<file path="src/rtl/cdc_req_sender_pkg.sv">
// Shared constants for the source side of the toggle request/acknowledge crossing.
// Holds the sender FSM encoding and the minimum acknowledge synchronizer depth.
package cdc_req_sender_pkg;

  localparam logic [0:0] ST_IDLE     = 1'b0;
  localparam logic [0:0] ST_WAIT_ACK = 1'b1;

  localparam int unsigned MIN_SYNC_STAGES = 2;

endpackage

</file>
<file path="src/rtl/bit_synchronizer.sv">
// Multi-flop synchronizer for quasi-static or toggle signals entering the clk domain.
// Only the first flop samples the asynchronous input.
module bit_synchronizer
  import cdc_req_sender_pkg::*;
#(
  parameter int unsigned width      = 1,
  parameter int unsigned num_stages = MIN_SYNC_STAGES
) (
  input  logic             clk,
  input  logic             rst_n,
  input  logic [width-1:0] d_i,
  output logic [width-1:0] q_o
);

  logic [width-1:0] sync_q [num_stages];

  always_ff @(posedge clk or negedge rst_n) begin
    if (!rst_n) begin
      for (int i = 0; i < int'(num_stages); i++) begin
        sync_q[i] <= '0;
      end
    end else begin
      sync_q[0] <= d_i;
      for (int i = 1; i < int'(num_stages); i++) begin
        sync_q[i] <= sync_q[i-1];
      end
    end
  end

  assign q_o = sync_q[num_stages-1];

endmodule

</file>
<file path="src/rtl/cdc_req_sender.sv">
// Source-domain end of the toggle req/ack crossing: holds a word, toggles REQ_TGL,
// and waits for the synchronized ACK_TGL to match before accepting the next word.
module cdc_req_sender
  import cdc_req_sender_pkg::*;
#(
  parameter int unsigned width      = 8,
  parameter int unsigned num_stages = 2
) (
  input  logic             clk,
  input  logic             RST,
  input  logic [width-1:0] IN_DATA,
  input  logic             IN_VALID,
  output logic             IN_READY,
  output logic [width-1:0] TX_DATA,
  output logic             REQ_TGL,
  input  logic             ACK_TGL,
  output logic             DONE,
  output logic             PROTO_ERR,
  output logic [0:0]       dbg_state_o
);

  // Handshake: a word moves when IN_VALID && IN_READY at a rising clk edge;
  // IN_READY depends on the state register only, never on IN_VALID.

  localparam int unsigned SYNC_DEPTH =
    (num_stages < MIN_SYNC_STAGES) ? MIN_SYNC_STAGES : num_stages;

  logic [0:0]       state_q, state_d;
  logic [width-1:0] tx_data_q, tx_data_d;
  logic             req_q, req_d;
  logic             done_q, done_d;
  logic             err_q, err_d;
  logic             ack_prev_q;
  logic [0:0]       ack_sync_vec;
  logic             ack_sync;

  bit_synchronizer #(
    .width      (1),
    .num_stages (SYNC_DEPTH)
  ) u_ack_sync (
    .clk   (clk),
    .rst_n (RST),
    .d_i   (ACK_TGL),
    .q_o   (ack_sync_vec)
  );

  assign ack_sync = ack_sync_vec[0];

  always_comb begin
    state_d   = state_q;
    tx_data_d = tx_data_q;
    req_d     = req_q;
    done_d    = 1'b0;
    // Any movement of the acknowledge while nothing is outstanding is a protocol fault.
    err_d     = err_q | ((state_q == ST_IDLE) && (ack_sync != ack_prev_q));
    case (state_q)
      ST_IDLE: begin
        if (IN_VALID) begin
          tx_data_d = IN_DATA;
          req_d     = ~req_q;
          state_d   = ST_WAIT_ACK;
        end
      end
      ST_WAIT_ACK: begin
        if (ack_sync == req_q) begin
          done_d  = 1'b1;
          state_d = ST_IDLE;
        end
      end
      default: state_d = ST_IDLE;
    endcase
  end

  always_ff @(posedge clk or negedge RST) begin
    if (!RST) begin
      state_q    <= ST_IDLE;
      tx_data_q  <= '0;
      req_q      <= 1'b0;
      done_q     <= 1'b0;
      err_q      <= 1'b0;
      ack_prev_q <= 1'b0;
    end else begin
      state_q    <= state_d;
      tx_data_q  <= tx_data_d;
      req_q      <= req_d;
      done_q     <= done_d;
      err_q      <= err_d;
      ack_prev_q <= ack_sync;
    end
  end

  assign IN_READY    = (state_q == ST_IDLE);
  assign TX_DATA     = tx_data_q;
  assign REQ_TGL     = req_q;
  assign DONE        = done_q;
  assign PROTO_ERR   = err_q;
  assign dbg_state_o = state_q;

endmodule
</file>
<file path="config.mk">
export PLATFORM = sky130hd
export DESIGN_NAME = cdc_req_sender
export DESIGN_NICKNAME = d
export VERILOG_FILES = /design/src/rtl/cdc_req_sender_pkg.sv /design/src/rtl/bit_synchronizer.sv /design/src/rtl/cdc_req_sender.sv
export SDC_FILE = /design/constraint.sdc
export NUM_CORES = 1
export LEC_CHECK = 0
export ABC_AREA = 1
export CORE_MARGIN = 2
export CORE_UTILIZATION = 42
export DETAILED_ROUTE_END_ITERATION = 8
export PLACE_DENSITY = 0.79
export SLEW_MARGIN = 5
export SYNTH_ARGS = -nofsm -noshare
export SYNTH_HDL_FRONTEND = slang
export SYNTH_SLANG_ARGS = --single-unit
export TNS_END_PERCENT = 20
</file>
<file path="constraint.sdc">
create_clock -name clk -period 2 [get_ports clk]
set_input_delay 0.4 -clock clk [delete_from_list [all_inputs] [get_ports clk]]
set_output_delay 0.4 -clock clk [all_outputs]
set_load 0.02 [all_outputs]
</file>
==> results of run 1 <==
[metrics by stage]
| stage | power, mW | utilization, % |
|---|---|---|
| 6_report | 1.28 | 65.0 |
| 5_1_grt | 1.37 | 65.0 |
| 4_1_cts | 1.29 | 65.0 |
| 3_5_place_dp | 1.12 | 63.0 |
| 3_3_place_gp | 1.11 | 63.0 |
| 2_1_floorplan | 0.834 | - |
[path summary, 6_finish.rpt]
kind,end,slack [ps],cells after the start
worst max-delay path,IN_READY,90,2
max in group asynchronous,REQ_TGL,1090,1
worst min-delay path,u_ack_sync.q_o,360,0
min in group asynchronous,u_ack_sync.sync_q[1],510,1
worst min register to register,u_ack_sync.q_o,360,0
worst max register to register,REQ_TGL,990,3
[Yosys cell counts (all sizes together)]
cell type	count
nor2	1
xor2	1
nand2	25
dfrtp	15
clkbuf	1
inv	5
nand3	9
buf	1
[flip-flops by register name, indices dropped and copies added (netlist names)]
register / count
REQ_TGL: 1
dbg_state_o: 1
u_ack_sync.q_o: 1
DONE: 1
TX_DATA: 8
ack_prev_q: 1
u_ack_sync.sync_q: 1
PROTO_ERR: 1
[logic make-up (layout without fill, tap and decap cells)]
logic type                count (synthesis)  after routing  share of synthesized area, %
and+or+nand+nor                          35             35                          25.6
DFF                                      15             15                          64.1
buffers and inverters                     7             33                          7.48
xor gates and xnor gates                  1              1                          2.78
[power by group through the flow]
stage,Combinational (mW),Clock [mW],Sequential (mW)
floorplan,0.209,0,0.625
global placement,0.620,0,0.486
detailed placement,0.631,0,0.493
CTS,0.633,0.169,0.489
global route,0.683,0.185,0.500
finish,0.625,0.165,0.486
[layout make-up]
cell class | count | area (um^2)
Clock buffer | 4 | 26.3
Fill cell | 130 | 455
Inverter | 5 | 18.8
Multi-Input combinational cell | 36 | 166
Sequential cell | 15 | 375
Tap cell | 15 | 18.8
Timing Repair Buffer | 24 | 240
[per-layer routing]
| layer | vias up | share of wire [%] | wire length [um] | GRT usage, % |
|---|---|---|---|---|
| li1 | 230 | - | - | - |
| met1 | 205 | 40 | 438 | 22.0 |
| met2 | 22 | 50 | 547 | 28.1 |
| met3 | 4 | 7.3 | 80 | 5.32 |
| met4 | 0 | 2.1 | 23 | 9.68 |
| met5 | - | 0 | 0 | 0 |
==> flow_metrics.py, run 1 <==
metrics = {
    "job": {
        "maxCapViolCount": 0,
    },
    "detailed_routing": {
        "avgViaCountPerCell": 4.66,
        "final_antenna_net_count": 0,
        "dr.pass1.iters": 4,
        "vias": 461,
        "first_iter_violations": 13,
        "drcViolationCount": 0,
        "wl_mm": 1.09,
        "avgRoutedWirePerCell_um": 11.0,
    },
    "critical_path": {
        "cpLargestDelayFamily": "buffers and inverters",
        "crit_arrival_ps": 1510,
        "crit_slowest_cell": "clkdlybuf4s50_1",
        "path_buf_inv": 2,
        "cp.required_ps": 1600,
        "worstPathCellList": "inv_2 -> clkdlybuf4s50_1",
        "worstSetupPathType": "flip-flop to primary output",
        "slowest_delay_ps": 640,
        "startpoint_type": "flip-flop",
        "crit_start": "dbg_state_o",
        "timing.rr.start": "dbg_state_o",
        "worst_setup_path_end_kind": "primary output",
        "path_max_fanout": 12,
    },
    "clocking": {
        "clk_pin_slew_worst_paths_ps": 80,
        "cts_setup_buffers": 0,
        "h-tree-depth": 1,
        "hold_buffers": 0,
        "cts_tree": "built",
        "cts-resized-gates": 0,
        "cts_max_path_buffers": 2,
        "cts_root_buffer": "clkbuf_4",
        "cts.sinks": 15,
        "clock_latency_ps": 270,
        "numCtsBuffers": 3,
    },
    "pwr": {
        "p_per_area_mw_per_mm2": 1510,
        "vdd_drop_max_v": 0.000751,
        "power.switching_uw": 494,
        "seqPwrFrac_pct": 38.1,
        "p_leak_nw": 0.421,
        "p_int_uw": 782,
        "clock_power_share_pct": 13.0,
        "p_sw_share_pct": 38.7,
        "pwr-share-comb_pct": 49.0,
    },
    "timing": {
        "max_freq_mhz": 524,
        "hold_viol": 0,
        "tightestPinTransition_ps": 625,
        "slew_viol_final": 0,
        "finalSetupTns_ps": 0,
        "hold-worst-slack_ps": 363,
        "max-slew-margin-rel_pct": 58.2,
        "finalClockSkew_ps": 2.53,
        "fin_crit_sh_pct": 95.4,
        "finalCriticalPeriod_ps": 1910,
        "worst_slack_ps": 91.6,
        "setup_viol": 0,
        "rsz0062_at_grt": "false",
    },
    "floorplanning": {
        "initial_utilization_pct": 45.0,
        "io_pins": 25,
        "dieArea_mm2": 0.00171,
        "core_area_mm2": 0.00130,
        "std_cell_rows": 13,
        "die_y_um": 41.3,
        "die_x_um": 41.3,
    },
    "global_routing": {
        "grt-ovfl-total": 0,
        "antenna_found_initial": 0,
        "grt_pass1_wl_mm": 1.90,
        "grt_pass1_vias": 426,
        "track_usage_pct": 17.9,
        "grt_max_degree": 16,
    },
    "yosys": {
        "ys_ff_latch": 15,
        "syn_avg_cell_area_um2": 10.1,
        "seq_area_frac_synth_pct": 64.1,
        "syn_inst": 58,
        "synth_area_leader_cell": "dfrtp_1",
        "syn_nets": 70,
        "synthTopCellsByArea": "dfrtp_1 (64%), nand2_1 (15%), nand3_1 (7.7%), xor2_2 (2.8%), inv_1 (2.6%)",
        "ys_warn_count": 0,
        "syn_area_um2": 586,
        "yosysUniqueCellTypes": 10,
        "synth_top_area_share_pct": 64.1,
    },
    "layout": {
        "antenna_cells": 0,
        "final_cell_mix": "nand2_1 (24), clkdlybuf4s50_1 (24), dfrtp_1 (15)",
        "final_area_um2": 846,
        "fin_nets": 97,
        "fin_cells": 99,
        "layout-area-overhead-vs-synth_pct": 44.4,
        "drive_above_1_share_pct": 7.14,
    },
    "place": {
        "port_buffers": 24,
        "routabilityCongestion": 0.739,
        "place_hpwl_um": 863,
        "post_dp_cell_area_um2": 820,
        "dp_cells": 95,
        "dpl_worst_slack_ps": 399,
    },
    "min_path": {
        "hp-start": "u_ack_sync.sync_q[1]",
        "hp-class": "flip-flop to flip-flop",
    },
    "status": {
        "status": "finished clean",
    },
}
No activity file was read; power rests on OpenSTA's default activity.
==> run 2: changes to the inputs <==
--- a/config.mk
+++ b/config.mk
@@ -9,7 +9,7 @@
 export CORE_MARGIN = 2
 export CORE_UTILIZATION = 42
 export DETAILED_ROUTE_END_ITERATION = 8
-export PLACE_DENSITY = 0.79
+export PLACE_DENSITY = 0.87
 export SLEW_MARGIN = 5
 export SYNTH_ARGS = -nofsm -noshare
 export SYNTH_HDL_FRONTEND = slang
==> flow_metrics.py, run 2 (synthesis results as in run 1) <==
metrics = {
    "status": {
        "status": "finished clean",
    },
    "layout": {
        "drive_above_1_share_pct": 8.24,
        "utilization_pct": 65.6,
        "largest_register_ffs": 8,
        "seq_area_um2": 375,
        "fin_nets": 98,
        "antenna_cells": 0,
        "final_cell_mix": "nand2_1 (24), clkdlybuf4s50_1 (24), dfrtp_1 (15)",
        "layout-area-overhead-vs-synth_pct": 45.7,
        "fillers": 117,
        "multi_input_area_um2": 166,
    },
    "place": {
        "port_buffers": 24,
        "dpl_worst_slack_ps": 471,
        "routabilityCongestion": 0.698,
        "place_hpwl_um": 828,
    },
    "timing": {
        "slew_viol_final": 0,
        "fin_crit_sh_pct": 87.8,
        "finalCriticalPeriod_ps": 1760,
        "tightestPinTransition_ps": 620,
        "max_freq_mhz": 569,
        "worst_slack_ps": 243,
        "rsz0062_at_grt": "false",
        "finalSetupTns_ps": 0,
        "max-slew-margin-rel_pct": 58.5,
        "finalClockSkew_ps": 3.68,
        "setup_viol": 0,
        "hold_viol": 0,
        "hold-worst-slack_ps": 353,
    },
    "clocking": {
        "cts.sinks": 15,
        "cts_max_path_buffers": 2,
        "h-tree-depth": 1,
        "hold_buffers": 0,
        "cts-resized-gates": 0,
        "cts_root_buffer": "clkbuf_4",
        "clk_pin_slew_worst_paths_ps": 80,
        "cts_setup_buffers": 0,
        "numCtsBuffers": 3,
        "clock_latency_ps": 270,
        "cts_tree": "built",
    },
    "critical_path": {
        "r2r_cells": 4,
        "timing.rr.start": "dbg_state_o",
        "cp.required_ps": 1600,
        "startpoint_type": "flip-flop",
        "rrSetupSlack_ps": 950,
        "worstSetupPathType": "flip-flop to primary output",
        "worst_setup_path_end_kind": "primary output",
        "crit_arrival_ps": 1360,
        "reg2reg_to": "REQ_TGL",
        "path_max_fanout": 3,
    },
    "detailed_routing": {
        "vias": 459,
        "first_iter_violations": 6,
        "drcViolationCount": 0,
        "final_antenna_net_count": 0,
        "avgViaCountPerCell": 4.59,
        "wl_mm": 1.05,
        "dr.pass1.iters": 4,
        "avgRoutedWirePerCell_um": 10.5,
    },
    "global_routing": {
        "grt_max_degree": 16,
        "antenna_found_initial": 0,
        "grt-ovfl-total": 0,
        "track_usage_pct": 14.6,
        "grt_pass1_vias": 367,
        "grt_pass1_wl_mm": 1.55,
    },
    "floorplanning": {
        "initial_utilization_pct": 45.0,
        "dieArea_mm2": 0.00171,
        "std_cell_rows": 13,
        "die_x_um": 41.3,
        "die_y_um": 41.3,
        "io_pins": 25,
        "core_area_mm2": 0.00130,
    },
    "pwr": {
        "p_leak_nw": 0.426,
        "p_per_area_mw_per_mm2": 1520,
        "vdd_drop_max_v": 0.000842,
        "total_power_mw": 1.30,
    },
    "min_path": {
        "min_path_cells": 0,
        "hp-start": "u_ack_sync.sync_q[1]",
        "hp-class": "flip-flop to flip-flop",
        "hold_end": "u_ack_sync.q_o",
    },
    "job": {
        "maxCapViolCount": 0,
    },
}
==> run 2: stage by stage <==
| step | cells | area (um^2) |
|---|---|---|
| 3_3_place_gp | 96 | 827 |
| 2_1_floorplan | 58 | 586 |
| 5_1_grt | 100 | 853 |
| 6_report | 100 | 853 |
| 4_1_cts | 100 | 853 |
| 3_5_place_dp | 96 | 827 |
==> run 2: worst max path at each step <==
| stage | startpoint | to | cells after the start |
|---|---|---|---|
| after floorplan | dbg_state_o | IN_READY | 2 |
| after global placement | IN_VALID | REQ_TGL | 3 |
| after detailed placement | IN_VALID | REQ_TGL | 3 |
| after CTS | dbg_state_o | IN_READY | 2 |
| after global routing | dbg_state_o | IN_READY | 2 |
| final | dbg_state_o | IN_READY | 2 |
==> run 2: critical path, stage by stage (launching register included) <==
cell and delay, ps:
dfrtp_1 420, inv_2 70, clkdlybuf4s50_1 600
==> run 2: power breakdown <==
group | switching, mW | internal (mW) | total [mW]
logic | 0.343 | 0.300 | 0.643
registers | 0.0695 | 0.418 | 0.487
clock network | 0.0882 | 0.0772 | 0.165
total | 0.500 | 0.795 | 1.30
==> run 2: layout make-up <==
| class | instances | area share (%) |
|---|---|---|
| clock buffers | 4 | 3.08 |
| inverters | 5 | 2.20 |
| multi-input cells | 36 | 19.5 |
| flip-flops and latches | 15 | 44.0 |
| well taps | 15 | 2.20 |
| repair buffers | 25 | 29.0 |
==> run 2: layer usage <==
layer | global-route usage, % | part of all wire, % | up-vias
li1 | - | - | 229
met2 | 19.9 | 51 | 18
met3 | 3.19 | 5.6 | 2
met5 | 0 | 0 | -
met4 | 9.68 | 0.57 | 0
met1 | 20.8 | 43 | 210
